$ cat config.mk
export PLATFORM = sky130hd
export DESIGN_NAME = segdisplay_decoder
export DESIGN_NICKNAME = d
export VERILOG_FILES = /design/src/rtl/segdisplay_decoder.sv
export SDC_FILE = /design/constraint.sdc
export NUM_CORES = 1
export LEC_CHECK = 0
export ABC_AREA = 1
export BUFFER_PORTS_ARGS = -buffer_cell sky130_fd_sc_hd__buf_2
export CORE_UTILIZATION = 40
export DETAILED_ROUTE_END_ITERATION = 8
export PLACE_DENSITY = 0.61
export SETUP_SLACK_MARGIN = 0.02
export SYNTH_ARGS = -nofsm -noshare
export SYNTH_HDL_FRONTEND = slang
export SYNTH_SLANG_ARGS = --single-unit
export TNS_END_PERCENT = 20
$ cat constraint.sdc
create_clock -name segclk -period 2.6 [get_ports segclk]
set_clock_uncertainty 0.1 [all_clocks]
set_input_delay 0.13 -clock segclk [delete_from_list [all_inputs] [get_ports segclk]]
set_output_delay 0.13 -clock segclk [all_outputs]
set_load 0.01 [all_outputs]
$ cat src/rtl/segdisplay_decoder.sv
// Passive 7-segment bus monitor: rebuilds the 4 scanned characters and publishes them once stable.
// Build option SEGDECODE_HEX_EN: also decode the hex letter patterns A-F (codes 0x0A-0x0F).
module segdisplay_decoder #(
  parameter int unsigned STABLE_FRAMES = 2,
  parameter int unsigned TIMEOUT       = 1024
) (
  input  logic        segclk,
  input  logic        clr,
  input  logic [6:0]  seg,
  input  logic [3:0]  an,
  output logic [19:0] digits,
  output logic        valid,
  output logic        update,
  output logic        err,
  output logic        stale
);

  localparam int unsigned MW = $clog2(STABLE_FRAMES + 1);
  localparam int unsigned TW = $clog2(TIMEOUT + 1);
  localparam logic [MW-1:0] MC_MAX = MW'(STABLE_FRAMES - 1);
  localparam logic [TW-1:0] T_MAX  = TW'(TIMEOUT);
  localparam logic [4:0] C_BLANK = 5'h10;
  localparam logic [4:0] C_BAD   = 5'h1F;

  typedef enum logic {COLLECT, CHECK} state_t;

  state_t          state;
  logic [6:0]      seg_q;
  logic [3:0]      an_q;
  logic [3:0]      seen;
  logic [3:0][4:0] cand;
  logic [3:0][4:0] prev;
  logic            prev_vld;
  logic [MW-1:0]   match_cnt;
  logic [TW-1:0]   tcnt;

  logic [3:0]      anl;
  logic [3:0]      slot_bit;
  logic [1:0]      slot_idx;
  logic            slot_wr;
  logic            multi;
  logic [3:0]      seen_base;
  logic [3:0]      seen_nxt;
  logic            frame_done;
  logic            eq;
  logic [MW-1:0]   match_nxt;
  logic            publish;

  function automatic logic [4:0] decode(input logic [6:0] s);
    logic [4:0] c;
    c = C_BAD;
    case (s)
      7'b1000000: c = 5'h00;
      7'b1111001: c = 5'h01;
      7'b0100100: c = 5'h02;
      7'b0110000: c = 5'h03;
      7'b0011001: c = 5'h04;
      7'b0010010: c = 5'h05;
      7'b0000010: c = 5'h06;
      7'b1111000: c = 5'h07;
      7'b0000000: c = 5'h08;
      7'b0010000: c = 5'h09;
      7'b1111111: c = C_BLANK;
`ifdef SEGDECODE_HEX_EN
      7'b0001000: c = 5'h0A;
      7'b0000011: c = 5'h0B;
      7'b1000110: c = 5'h0C;
      7'b0100001: c = 5'h0D;
      7'b0000110: c = 5'h0E;
      7'b0001110: c = 5'h0F;
`endif
      default:    c = C_BAD;
    endcase
    return c;
  endfunction

  always_comb begin
    anl      = ~an_q;
    slot_wr  = 1'b0;
    slot_idx = 2'd0;
    case (anl)
      4'b0001: begin slot_wr = 1'b1; slot_idx = 2'd0; end
      4'b0010: begin slot_wr = 1'b1; slot_idx = 2'd1; end
      4'b0100: begin slot_wr = 1'b1; slot_idx = 2'd2; end
      4'b1000: begin slot_wr = 1'b1; slot_idx = 2'd3; end
      default: ;
    endcase
    multi    = (anl != 4'b0000) && !slot_wr;
    slot_bit = slot_wr ? (4'b0001 << slot_idx) : 4'b0000;

    // CHECK clears seen first, so a digit landing that cycle starts the next frame
    seen_base  = (state == CHECK) ? 4'b0000 : seen;
    seen_nxt   = multi ? 4'b0000 : (seen_base | slot_bit);
    frame_done = (state == COLLECT) && slot_wr && ((seen | slot_bit) == 4'hF);

    eq = prev_vld && (cand == prev);
    if (!eq)
      match_nxt = '0;
    else if (match_cnt >= MC_MAX)
      match_nxt = MC_MAX;
    else
      match_nxt = match_cnt + 1'b1;
    publish = (match_nxt == MC_MAX) && (cand != digits);
  end

  always_ff @(posedge segclk or posedge clr) begin
    if (clr) begin
      state     <= COLLECT;
      seg_q     <= '1;
      an_q      <= '1;
      seen      <= '0;
      cand      <= '0;
      prev      <= '0;
      prev_vld  <= 1'b0;
      match_cnt <= '0;
      tcnt      <= '0;
      digits    <= {4{C_BLANK}};
      valid     <= 1'b0;
      update    <= 1'b0;
      err       <= 1'b0;
      stale     <= 1'b0;
    end else begin
      seg_q  <= seg;
      an_q   <= an;
      update <= 1'b0;
      seen   <= seen_nxt;
      if (slot_wr)
        cand[slot_idx] <= decode(seg_q);
      if (multi)
        err <= 1'b1;
      case (state)
        COLLECT: begin
          if (frame_done)
            state <= CHECK;
          if (tcnt != T_MAX)
            tcnt <= tcnt + 1'b1;
          if (tcnt == T_MAX - 1'b1) begin
            stale <= 1'b1;
            valid <= 1'b0;
          end
        end
        CHECK: begin
          match_cnt <= match_nxt;
          prev      <= cand;
          prev_vld  <= 1'b1;
          if (publish) begin
            digits <= cand;
            update <= 1'b1;
          end
          valid <= 1'b1;
          stale <= 1'b0;
          tcnt  <= '0;
          state <= COLLECT;
        end
      endcase
    end
  end

endmodule

After elaboration in Yosys (flattened, before gate mapping)
Cells that the tools add are included.
- $lt $le $gt $ge: 3
- $add $sub $neg: 2
- equality and inequality tests: 22
- shift-type cells: 1
- reductions and logical operators: 11
- multiplexer cells: 22
- bitwise operators: 4
- operators by type and width (cell ; count):
    one-hot mux 5 bit (11 select lines) ; 1
    equality test 7 bit, second input constant ; 4
    one-hot mux 11 bit (2 select lines) ; 1
    equality test 7 x 5 -> 1 bit, second input constant ; 3
    bitwise mux 20 bit ; 1
    equality test 20 bit ; 1
    inequality test 20 bit ; 1
    equality test 7 x 6 -> 1 bit, second input constant ; 2
    two-way mux 4 bit ; 3
    adder 11 x 1 -> 11 bit, second input constant ; 1
    equality test 11 x 10 -> 1 bit, second input constant ; 1
    two-way mux 11 bit ; 1
    inequality test 11 bit, second input constant ; 1
    demux 5 bit (select 2 bit) ; 1
    two-way mux 5 bit ; 2
    equality test 4 bit, second input constant ; 2
    bitwise OR 4 bit ; 2
    equality test 7 x 2 -> 1 bit, second input constant ; 1
    zero test 7 bit ; 1
    logical AND 1 bit ; 6
    two-way mux 1 bit ; 6
    one-hot mux 1 bit (2 select lines) ; 3
    one-hot mux 2 bit (3 select lines) ; 1
    equality test 4 x 1 -> 1 bit, second input constant ; 1
    other kinds (15) ; 18
- output and inout bits: 24
- flip-flop bits (word level): 94

Depth between registers and ports, before layout
Gate-level depths: netlist of run 1.
- word-level depth: 10
- mapped depth: 12

Worst setup path after synthesis of run 1
OpenSTA, ideal clock, no wires.
- path kind: reg-to-reg
- start: register an_q[0]
- end: register err
- slack: 0.930 ns
- arrival: 1.446 ns
- stages on the path, launching flop included: 7
- setup time: 0.124 ns
- path buffers: 0
- required time: 2.376 ns
- cells stage by stage: dfstp_2 > inv_1 > nor3_2 > inv_2 > nand3_1 > a31oi_1 > or2_1
- cells in the longest elaborated chain, start to end: 6
- ends and longest elaborated chain (element ; RTL line ; RTL):
    start, declared ; 29 ; logic [3:0] an_q;
    start signal, assigned ; 124 ; an_q <= an;
    NOT 4 bit (*) ; 78 ; anl = ~an_q;
    equality test 4 bit (tied with other cells) ; 81 ; case (anl)
    OR reduction 4 bit (no line) ; n/a ;
    two-way mux 1 bit ; 81 ;
    zero test 1 bit ; 88 ; multi = (anl != 4'b0000) && !slot_wr;
    logical AND 1 bit (*) ; 88 ;
    end signal, assigned ; 120 ; err <= 1'b0;
    end signal, assigned ; 130 ; err <= 1'b1;
    end, declared ; 14 ; output logic err,
Every way passes the cells marked *; elsewhere a longest branch is shown, timed or not.
A chain may end at the register's enable or synchronous reset.

Worst setup path in the final report of run 1
- start: register cand[9] in the netlist's numbering
- end: register digits[17]
- cells in the longest elaborated chain, start to end: 6
- ends and longest elaborated chain (element ; RTL line ; RTL):
    start, declared ; 31 ; logic [3:0][4:0] cand;
    start signal, assigned by index ; 128 ; cand[slot_idx] <= decode(seg_q);
    equality test 20 bit ; 96 ; eq = prev_vld && (cand == prev);
    logical AND 1 bit ; 96 ;
    two-way mux 2 bit ; 97 ; if (!eq)
    equality test 2 x 1 -> 1 bit ; 103 ; publish = (match_nxt == MC_MAX) && (cand != digits);
    logical AND 1 bit (*) ; 103 ;
    AND reduction 2 bit (no line) (*) ; n/a ;
    end signal, assigned ; 117 ; digits <= {4{C_BLANK}};
    end signal, assigned ; 147 ; digits <= cand;
    end, declared ; 11 ; output logic [19:0] digits,
Marked as above.

==> results of run 1 <==
-- final cells by class --
cell class	count	area, µm²
Fill cell	1062	5710
Clock inverter	4	31.3
Sequential cell	94	2370
Tap cell	140	175
Multi-Input combinational cell	387	1810
Inverter	64	244
Clock buffer	12	188
Timing Repair Buffer	53	350
-- stage by stage --
stage          worst slack [ns]  instances
2_1_floorplan             0.930        559
4_1_cts                   0.513        754
3_3_place_gp              0.625        726
5_1_grt                   0.202        754
6_report                  0.525        754
3_5_place_dp              0.531        726
-- synthesized netlist by cell type --
master	number
nand4_1	26
inv_2	9
dfrtp_1	79
nor2_1	40
dfstp_2	15
or2_2	4
a21oi_1	12
nand2_1	203
ha_1	3
o21bai_1	1
nor4_1	5
or2_1	1
xnor2_1	5
buf_4	1
nand3_2	1
clkbuf_1	6
nand3b_1	1
inv_1	55
nor3b_1	1
nand3_1	20
buf_2	5
nor3_2	2
a31oi_1	3
nor3_1	8
buf_6	2
nor2_2	2
o21ai_0	30
xor2_1	17
o22ai_1	2
-- power breakdown --
group	total, mW	leakage, nW	switching (mW)	internal (mW)
clock network	1.04	0.114	0.542	0.498
registers	1.77	1.20	0.186	1.58
logic	0.394	1.36	0.228	0.166
-- per-layer routing --
layer	GRT usage	wire length, µm	vias up
met4	0.0558	111	0
met3	0.0404	461	10
met5	0	0	-
li1	-	-	1868
met2	0.295	4400	87
met1	0.249	4700	1694
-- sequential cells by signal (all words and copies together) (netlist names) --
name	count
cand	20
digits	20
prev	20
tcnt	11
seg_q	7
an_q	4
seen	4
match_cnt	2
err	1
prev_vld	1
stale	1
state	1
update	1
valid	1
-- logic make-up after synthesis --
logic type      Yosys count  synth area share
simple gates            314             0.296
buf+inv                  78            0.0706
xor+xnor                 22            0.0428
flops                    94             0.527
fa+ha+maj                 3           0.00834
compound gates           48            0.0553
-- critical path: cells and delay by family, from the launching register on --
family	cells	cell delay, ns
and+or+nand+nor	10	1.30
DFF	1	0.52
buffers and inverters	1	0.04
-- final timing paths --
| kind | start | to | depth (start not counted) |
|---|---|---|---|
| setup / recovery | cand[9] | digits[17] | 11 |
| hold / removal | clr | digits[13] | 3 |
| setup reg to reg | cand[9] | digits[17] | 11 |
| hold reg to reg | valid | valid | 2 |
| max in group asynchronous | clr | seg_q[4] | 4 |
| min in group segclk | an[1] | an_q[1] | 2 |
-- timing repair --
item / 4_1_cts / 5_1_grt
hold buffers: 12 / 0
hold endpoints to repair: 32 / 0
endpoints found under the setup margin: 0 / 0
==> impl_metrics.csv, run 1 <==
group,metric,value,unit
status,status,"finished, final reports clean",
finish,layout-drive-gt1-share,0.148,
routing,viasPerCell,4.85,
routing,drt_iter0_drc,237,
floorplanning,die-width,108,µm
clocking,cts_buffers,9,
worst_hold_path,min_path_type,"in -> async",
critical_path,critPathKind,"reg -> reg",
critical_path,worstPathArrival,2.24,ns
finish,finish.utilization,0.475,
global_routing,gr-usage-all-layers,0.184,
floorplanning,initial_utilization,0.414,
timing,slew_headroom,0.581,
critical_path,crit_path_start_kind,"register",
yosys,syn_area,4500,µm²
yosys,yosys.area.top_type,"dfrtp_1",
finish,mostFrequentLayoutCells,"nand2_1 (203), dfrtp_1 (79), inv_1 (54)",
critical_path,reg2reg_slack,0.52,ns
yosys,synth_cell_types,29,
critical_path,max_stage_delay,0.52,ns
clocking,cts_setup_buffers,0,
yosys,ys_ff_latch,94,
clocking,cts_root_buf,"clkbuf_8",
routing,first_pass_iters,4,
timing,drv_slew,0,
place,dp_hpwl,6.78,mm
routing,vias,3659,
clocking,clk_latency,0.37,ns
yosys,yosysTopAreaCellShare,0.439,
timing,final.min_clock_period,2.08,ns
flow_run,drv_cap,0,
power,power_density,619,nW/µm²
critical_path,crit_path_cell_trace,"inv_2, nand2_1, nand2_1, nor2_1, nand2_1, nor2_1, nand3_1, nor2_2, nand3_2, nand2_1, nand2_1",
global_routing,grt_pass1_wl,16.5,mm
finish,antenna_cells,0,
clocking,clockBufferDepth,2,
yosys,syn_avg_cell_area,8.06,µm²
clocking,cts.sinks,94,
yosys,synthCells,559,
clocking,clk_pin_slew,0.10,ns
floorplanning,coreArea,10900,µm²
clocking,cts-htree-levels,3,
timing,final.setup.tns,0,ns
routing,drtAntennaViolNets,0,
timing,fmax,482,MHz
clocking,tritoncts,"built",
power,finalPower,3.20,mW
yosys,yosysSeqAreaShare,0.527,
timing,hold_viol,0,
timing,fin_hold_ws,0.271,ns
timing,rsz0062_at_grt,"no",
critical_path,cp_common_cell,"nand2_1",
global_routing,grt_max_degree,70,
finish,finish.net_count,625,
finish,final_common_cell,"nand2_1",
critical_path,crit_fanout,21,
yosys,synth.area.top_cells,"dfrtp_1 (44%), nand2_1 (17%), dfstp_2 (8.8%)",
critical_path,required,2.77,ns
floorplanning,rows,38,
global_routing,overflow,0,
routing,drc_errors,0,
routing,post_drt_wl_per_cell,12.8,µm
critical_path,slowest_stage,"dfrtp_1",
global_routing,grt_pass1_vias,3503,
global_routing,antenna_found_initial,0,
timing,finalSetupViolCount,0,
critical_path,end_kind,"register",
floorplanning,ioPinCount,37,
timing,min_period_over_period,0.798,
power,leakage,2.67,nW
yosys,yosys_warnings,0,
place,gp_congestion,0.774,
floorplanning,die_y,108,µm
finish,area_delta_synth_final,14.9,%
routing,wirelength,9.68,mm
yosys,synth_nets,575,
clocking,cts_resized,0,
floorplanning,die_area,11700,µm²
power,vdd_drop_max,0.305,mV
place,io_buffer_count,36,
place,placed_area,4830,µm²
finish,fin_area,5170,µm²
timing,tightest_slew,0.628,ns
No activity file was read; power rests on OpenSTA's default activity.
==> run 2, diff against run 1 <==
- ABC_AREA: 1 -> 0
- clock period: 2.6 -> 1.72 ns (I/O delays scaled with it)
==> impl_metrics.csv, run 2 <==
group,metric,value,unit
status,status,"finished with violations",
status,violations,"negative setup slack",
worst_hold_path,min_path_type,"in -> async",
timing,min_period_over_period,1.25,
clocking,cts.sinks,94,
timing,final.min_clock_period,2.15,ns
flow_run,drv_cap,0,
finish,layout-drive-gt1-share,0.454,
timing,tightest_slew,0.520,ns
floorplanning,die_y,106,µm
timing,final.setup.tns,-16.10,ns
critical_path,critPathKind,"reg -> reg",
global_routing,gr-usage-all-layers,0.185,
finish,finish.net_count,526,
timing,slew_headroom,0.651,
clocking,clockBufferDepth,2,
yosys,async_reset_ff_frac,1.00,
yosys,ys.flop_type,"dfrtp_1",
critical_path,crit_path_start_kind,"register",
finish,area_delta_synth_final,38.2,%
floorplanning,initial_utilization,0.417,
routing,first_pass_iters,4,
timing,finalSetupViolCount,43,
yosys,synthCells,377,
floorplanning,rows,37,
power,finalPower,5.33,mW
power,leakage,2.87,nW
finish,final_common_cell,"buf_4",
clocking,cts_buffers,9,
critical_path,required,1.87,ns
yosys,synth-edff-count,0,
finish,mostFrequentLayoutCells,"buf_4 (80), dfrtp_1 (77), buf_2 (36)",
finish,largestRegisters,"cand x20, digits x20, prev x20",
yosys,synth.most_common_cell,"dfrtp_1",
floorplanning,coreArea,10400,µm²
routing,wirelength,9.86,mm
clocking,cts_root_buf,"clkbuf_8",
yosys,synth_nets,393,
critical_path,end_kind,"register",
yosys,yosysSeqAreaShare,0.546,
clocking,clk_pin_slew,0.09,ns
routing,viasPerCell,4.98,
power,power_density,889,nW/µm²
yosys,synth_cell_types,45,
finish,antenna_cells,0,
critical_path,crit_fanout,8,
routing,drc_errors,0,
yosys,syn_avg_cell_area,11.5,µm²
timing,drv_slew,0,
yosys,yosysTopAreaCellShare,0.455,
routing,post_drt_wl_per_cell,15.1,µm
timing,rsz0062_at_grt,"yes",
global_routing,antenna_found_initial,0,
place,gp_congestion,0.822,
yosys,ys_ff_latch,94,
timing,hold_viol,0,
yosys,synth_commonest_cells,"dfrtp_1 (79), mux2_2 (40), nor2_1 (31), nand2_1 (27), xor2_1 (26)",
global_routing,grt_max_degree,86,
critical_path,crit_path_cell_trace,"buf_4, xnor2_2, nand3_2, nor4_4, o2111ai_4, buf_8, mux2_4",
timing,fin_ws,-0.429,ns
floorplanning,die-width,106,µm
critical_path,worstPathArrival,2.30,ns
global_routing,grt_pass1_vias,3333,
critical_path,slowest_stage,"dfrtp_1",
yosys,yosys.area.top_type,"dfrtp_1",
place,dp_hpwl,6.43,mm
routing,drt_iter0_drc,113,
place,place_inst,612,
power,vdd_drop_max,0.525,mV
clocking,clk_latency,0.37,ns
global_routing,overflow,0,
critical_path,max_stage_delay,0.40,ns
floorplanning,ioPinCount,37,
clocking,tritoncts,"built",
timing,fmax,465,MHz
yosys,synth.area.top_cells,"dfrtp_1 (46%), mux2_2 (10%), dfstp_2 (9.1%)",
place,io_buffer_count,36,
floorplanning,die_area,11300,µm²
critical_path,rr_worst_depth,7,
yosys,yosys_warnings,0,
global_routing,grt_pass1_wl,16.1,mm
routing,vias,3245,
finish,instances_no_fill,651,
clocking,cts-htree-levels,3,
yosys,syn_area,4340,µm²
routing,drtAntennaViolNets,0,
run 2: metrics by stage:
step	cell area [µm²]	util	worst slack, ns	hold slack (ns)
after detailed placement	5260	0.505	-0.459	-0.0562
after global placement	5260	0.505	-0.421	-0.0599
final	6000	0.576	-0.429	0.0932
after global routing	6000	0.576	-0.547	0.108
after CTS	5740	0.551	-0.401	0.0972
after floorplan	4340	-	-0.344	-0.00952
run 2: worst paths after layout:
kind                                    to  slack [ns]      from
max in group asynchronous         seg_q[2]        0.69       clr
worst max-delay path            digits[12]       -0.43  cand[11]
worst min-delay path               tcnt[8]        0.09       clr
worst max register to register  digits[12]       -0.43  cand[11]
worst min register to register         err        0.36       err
min in group segclk                an_q[1]        0.25     an[1]
run 2: cells by family (layout without fill, tap and decap cells):
family / count (synthesis) / after routing / synth area share
AND/OR/NAND/NOR: 109 / 109 / 0.130
buffers and inverters: 30 / 168 / 0.0268
multiplexers: 41 / 41 / 0.106
XOR/XNOR: 50 / 50 / 0.101
flip-flops: 94 / 94 / 0.546
AO/OA/AOI/OAI: 49 / 49 / 0.0790
adder cells (fa/ha/maj): 4 / 4 / 0.0110
run 2: where the power goes:
group / total [mW] / switching (mW) / leakage [nW] / internal [mW]
combinational: 0.895 / 0.419 / 1.57 / 0.476
sequential: 2.56 / 0.172 / 1.17 / 2.39
clock: 1.87 / 0.759 / 0.125 / 1.12
total: 5.33 / 1.35 / 2.87 / 3.98
run 2: routing by layer:
metal	global-route usage	vias to the layer above	routed length, µm
met5	0	-	0
met4	0.0764	0	193
met3	0.0276	13	254
met2	0.302	42	4860
met1	0.246	1616	4540
li1	-	1574	-
run 2: worst max-delay path, delay by kind of cell, from the launching register on:
kind	cells	cell delay, ns
and+or+nand+nor	2	0.48
AOI/OAI and AO/OA	1	0.23
buffers and inverters	2	0.37
DFF	1	0.40
xor gates and xnor gates	1	0.16
muxes	1	0.30
run 2: final cells by class:
class | count | area (µm²)
sequential | 94 | 2370
clock inverter | 4 | 120
clock buffer | 12 | 135
timing repair buffer | 139 | 1050
multi-input combinational | 253 | 2100
tap | 136 | 170
inverter | 13 | 52.6
fill | 900 | 4420
run 2: what timing repair did:
action	in CTS	in global routing
hold buffers	12	0
cloned	0	1
setup buffers	4	6
setup endpoints to repair	48	53
endpoints found under the hold margin	90	0
resized for setup	15	54
pin swaps	4	24
==> run 3, diff against run 2 <==
- CORE_UTILIZATION: 40 -> 53
- MAX_ROUTING_LAYER: not set -> met4
- PLACE_DENSITY: 0.61 -> 0.77
==> impl_metrics.csv, run 3 (synthesized netlist as in run 2, its figures left out) <==
group,metric,value,unit
status,status,"finished with violations",
status,violations,"negative setup slack",
finish,mostFrequentLayoutCells,"buf_4 (87), dfrtp_1 (76), buf_2 (36)",
worst_hold_path,min_path_type,"in -> async",
routing,vias,3451,
clocking,tritoncts,"built",
routing,drc_errors,0,
routing,drt_iter0_drc,229,
clocking,cts.sinks,94,
timing,final.min_clock_period,2.23,ns
critical_path,rr_worst_depth,7,
flow_run,drv_cap,0,
clocking,clk_latency,0.36,ns
global_routing,gr-usage-all-layers,0.278,
clocking,cts_root_buf,"clkbuf_8",
floorplanning,die_area,8560,µm²
finish,fill_cells,445,
global_routing,grt_max_degree,44,
power,power_density,891,nW/µm²
timing,slew_headroom,0.604,
floorplanning,die_y,92.5,µm
floorplanning,coreArea,7810,µm²
global_routing,grt_pass1_wl,17.4,mm
routing,wirelength,11.2,mm
routing,viasPerCell,5.54,
finish,layout-drive-gt1-share,0.474,
critical_path,crit_path_cell_trace,"or3b_4, a2111oi_4, buf_4, a311oi_1, o21ai_1, buf_4, o21ai_1",
clocking,clk_pin_slew,0.09,ns
critical_path,worstPathArrival,2.38,ns
place,placed_area,5260,µm²
finish,finish.net_count,532,
place,gp_congestion,0.915,
global_routing,grt_pass1_vias,3576,
finish,antenna_cells,0,
critical_path,rr_startpoint,"seg_q[1]",
clocking,cts_buffers,9,
critical_path,max_stage_delay,0.53,ns
power,leakage,2.90,nW
timing,drv_slew,0,
timing,rsz0062_at_grt,"yes",
timing,hold_viol,0,
critical_path,crit_fanout,5,
floorplanning,die-width,92.5,µm
routing,post_drt_wl_per_cell,18.0,µm
timing,fmax,448,MHz
finish,area_delta_synth_final,39.1,%
power,finalPower,5.38,mW
global_routing,antenna_found_initial,0,
clocking,clockBufferDepth,2,
floorplanning,rows,32,
finish,largestRegisters,"cand x20, digits x20, prev x20",
power,vdd_drop_max,0.526,mV
floorplanning,initial_utilization,0.556,
global_routing,overflow,0,
clocking,cts-htree-levels,3,
floorplanning,ioPinCount,37,
place,io_buffer_count,36,
critical_path,end_kind,"register",
place,dp_hpwl,7.11,mm
routing,first_pass_iters,4,
critical_path,crit_path_start_kind,"register",
timing,finalSetupViolCount,48,
critical_path,critPathKind,"reg -> reg",
finish,fin_area,6040,µm²
critical_path,reg2reg_slack,-0.51,ns
timing,fin_ws,-0.510,ns
critical_path,timing.rr.end,"cand[5]",
critical_path,required,1.87,ns
finish,final_common_cell,"buf_4",
routing,drtAntennaViolNets,0,
critical_path,slowest_stage,"dfstp_2",
timing,min_period_over_period,1.30,
timing,tightest_slew,0.589,ns
==> run 3: how the worst max path moves through the flow <==
stage / start / to / slack (ns) / depth (start not counted)
finish: seg_q[1] / cand[5] / -0.51 / 7
global route: cand[8] / digits[1] / -0.56 / 7
CTS: digits[17] / digits[18] / -0.42 / 6
detailed placement: cand[11] / digits[17] / -0.49 / 6
global placement: cand[18] / digits[11] / -0.39 / 7
floorplan: seg_q[4] / cand[16] / -0.34 / 6
==> run 3: per-layer routing <==
metal / GRT usage / vias to the layer above / part of all wire
met5: - / - / 0
met2: 0.454 / 85 / 0.52
met3: 0.0525 / 26 / 0.039
met1: 0.340 / 1752 / 0.41
met4: 0.120 / 0 / 0.025
li1: - / 1588 / -
==> run 3: what timing repair did <==
item / in CTS / in global routing
hold buffers: 12 / 0
pin swaps: 15 / 23
setup endpoints to repair: 51 / 54
gates resized for setup: 19 / 52
hold endpoints to repair: 101 / 0
cloned: 1 / 0
buffers inserted: 5 / 5
==> run 3: where the power goes <==
part           total [mW]  internal (mW)  leakage (nW)  switching [mW]
sequential           2.58           2.39          1.17           0.191
clock                1.80           1.01         0.120           0.789
combinational       0.997          0.500          1.61           0.497
total                5.38           3.90          2.90            1.48
==> run 3: layout make-up <==
| type | instances | area, µm² | share of cell area |
|---|---|---|---|
| Clock buffer | 11 | 141 | 0.0234 |
| Timing Repair Buffer | 145 | 1080 | 0.180 |
| Multi-Input combinational cell | 253 | 2150 | 0.356 |
| Sequential cell | 94 | 2370 | 0.393 |
| Inverter | 13 | 52.6 | 0.00871 |
| Tap cell | 102 | 128 | 0.0211 |
| Clock inverter | 5 | 106 | 0.0176 |
==> run 3: critical path: cells and delay by family (launching register included) <==
kind	cells	cell delay (ns)
and+or+nand+nor	1	0.38
DFF	1	0.53
buffers and inverters	2	0.40
AOI/OAI and AO/OA	4	0.71
==> run 3: metrics by stage <==
stage	utilization	cells	hold slack, ns	setup TNS [ns]	setup slack, ns
CTS	0.738	618	0.250	-15.31	-0.423
floorplan	-	377	-0.00952	-12.03	-0.344
global route	0.773	623	0.252	-21.94	-0.562
finish	0.773	623	0.260	-17.28	-0.510
global placement	0.674	584	0.0865	-13.37	-0.393
detailed placement	0.674	584	0.0925	-16.69	-0.490
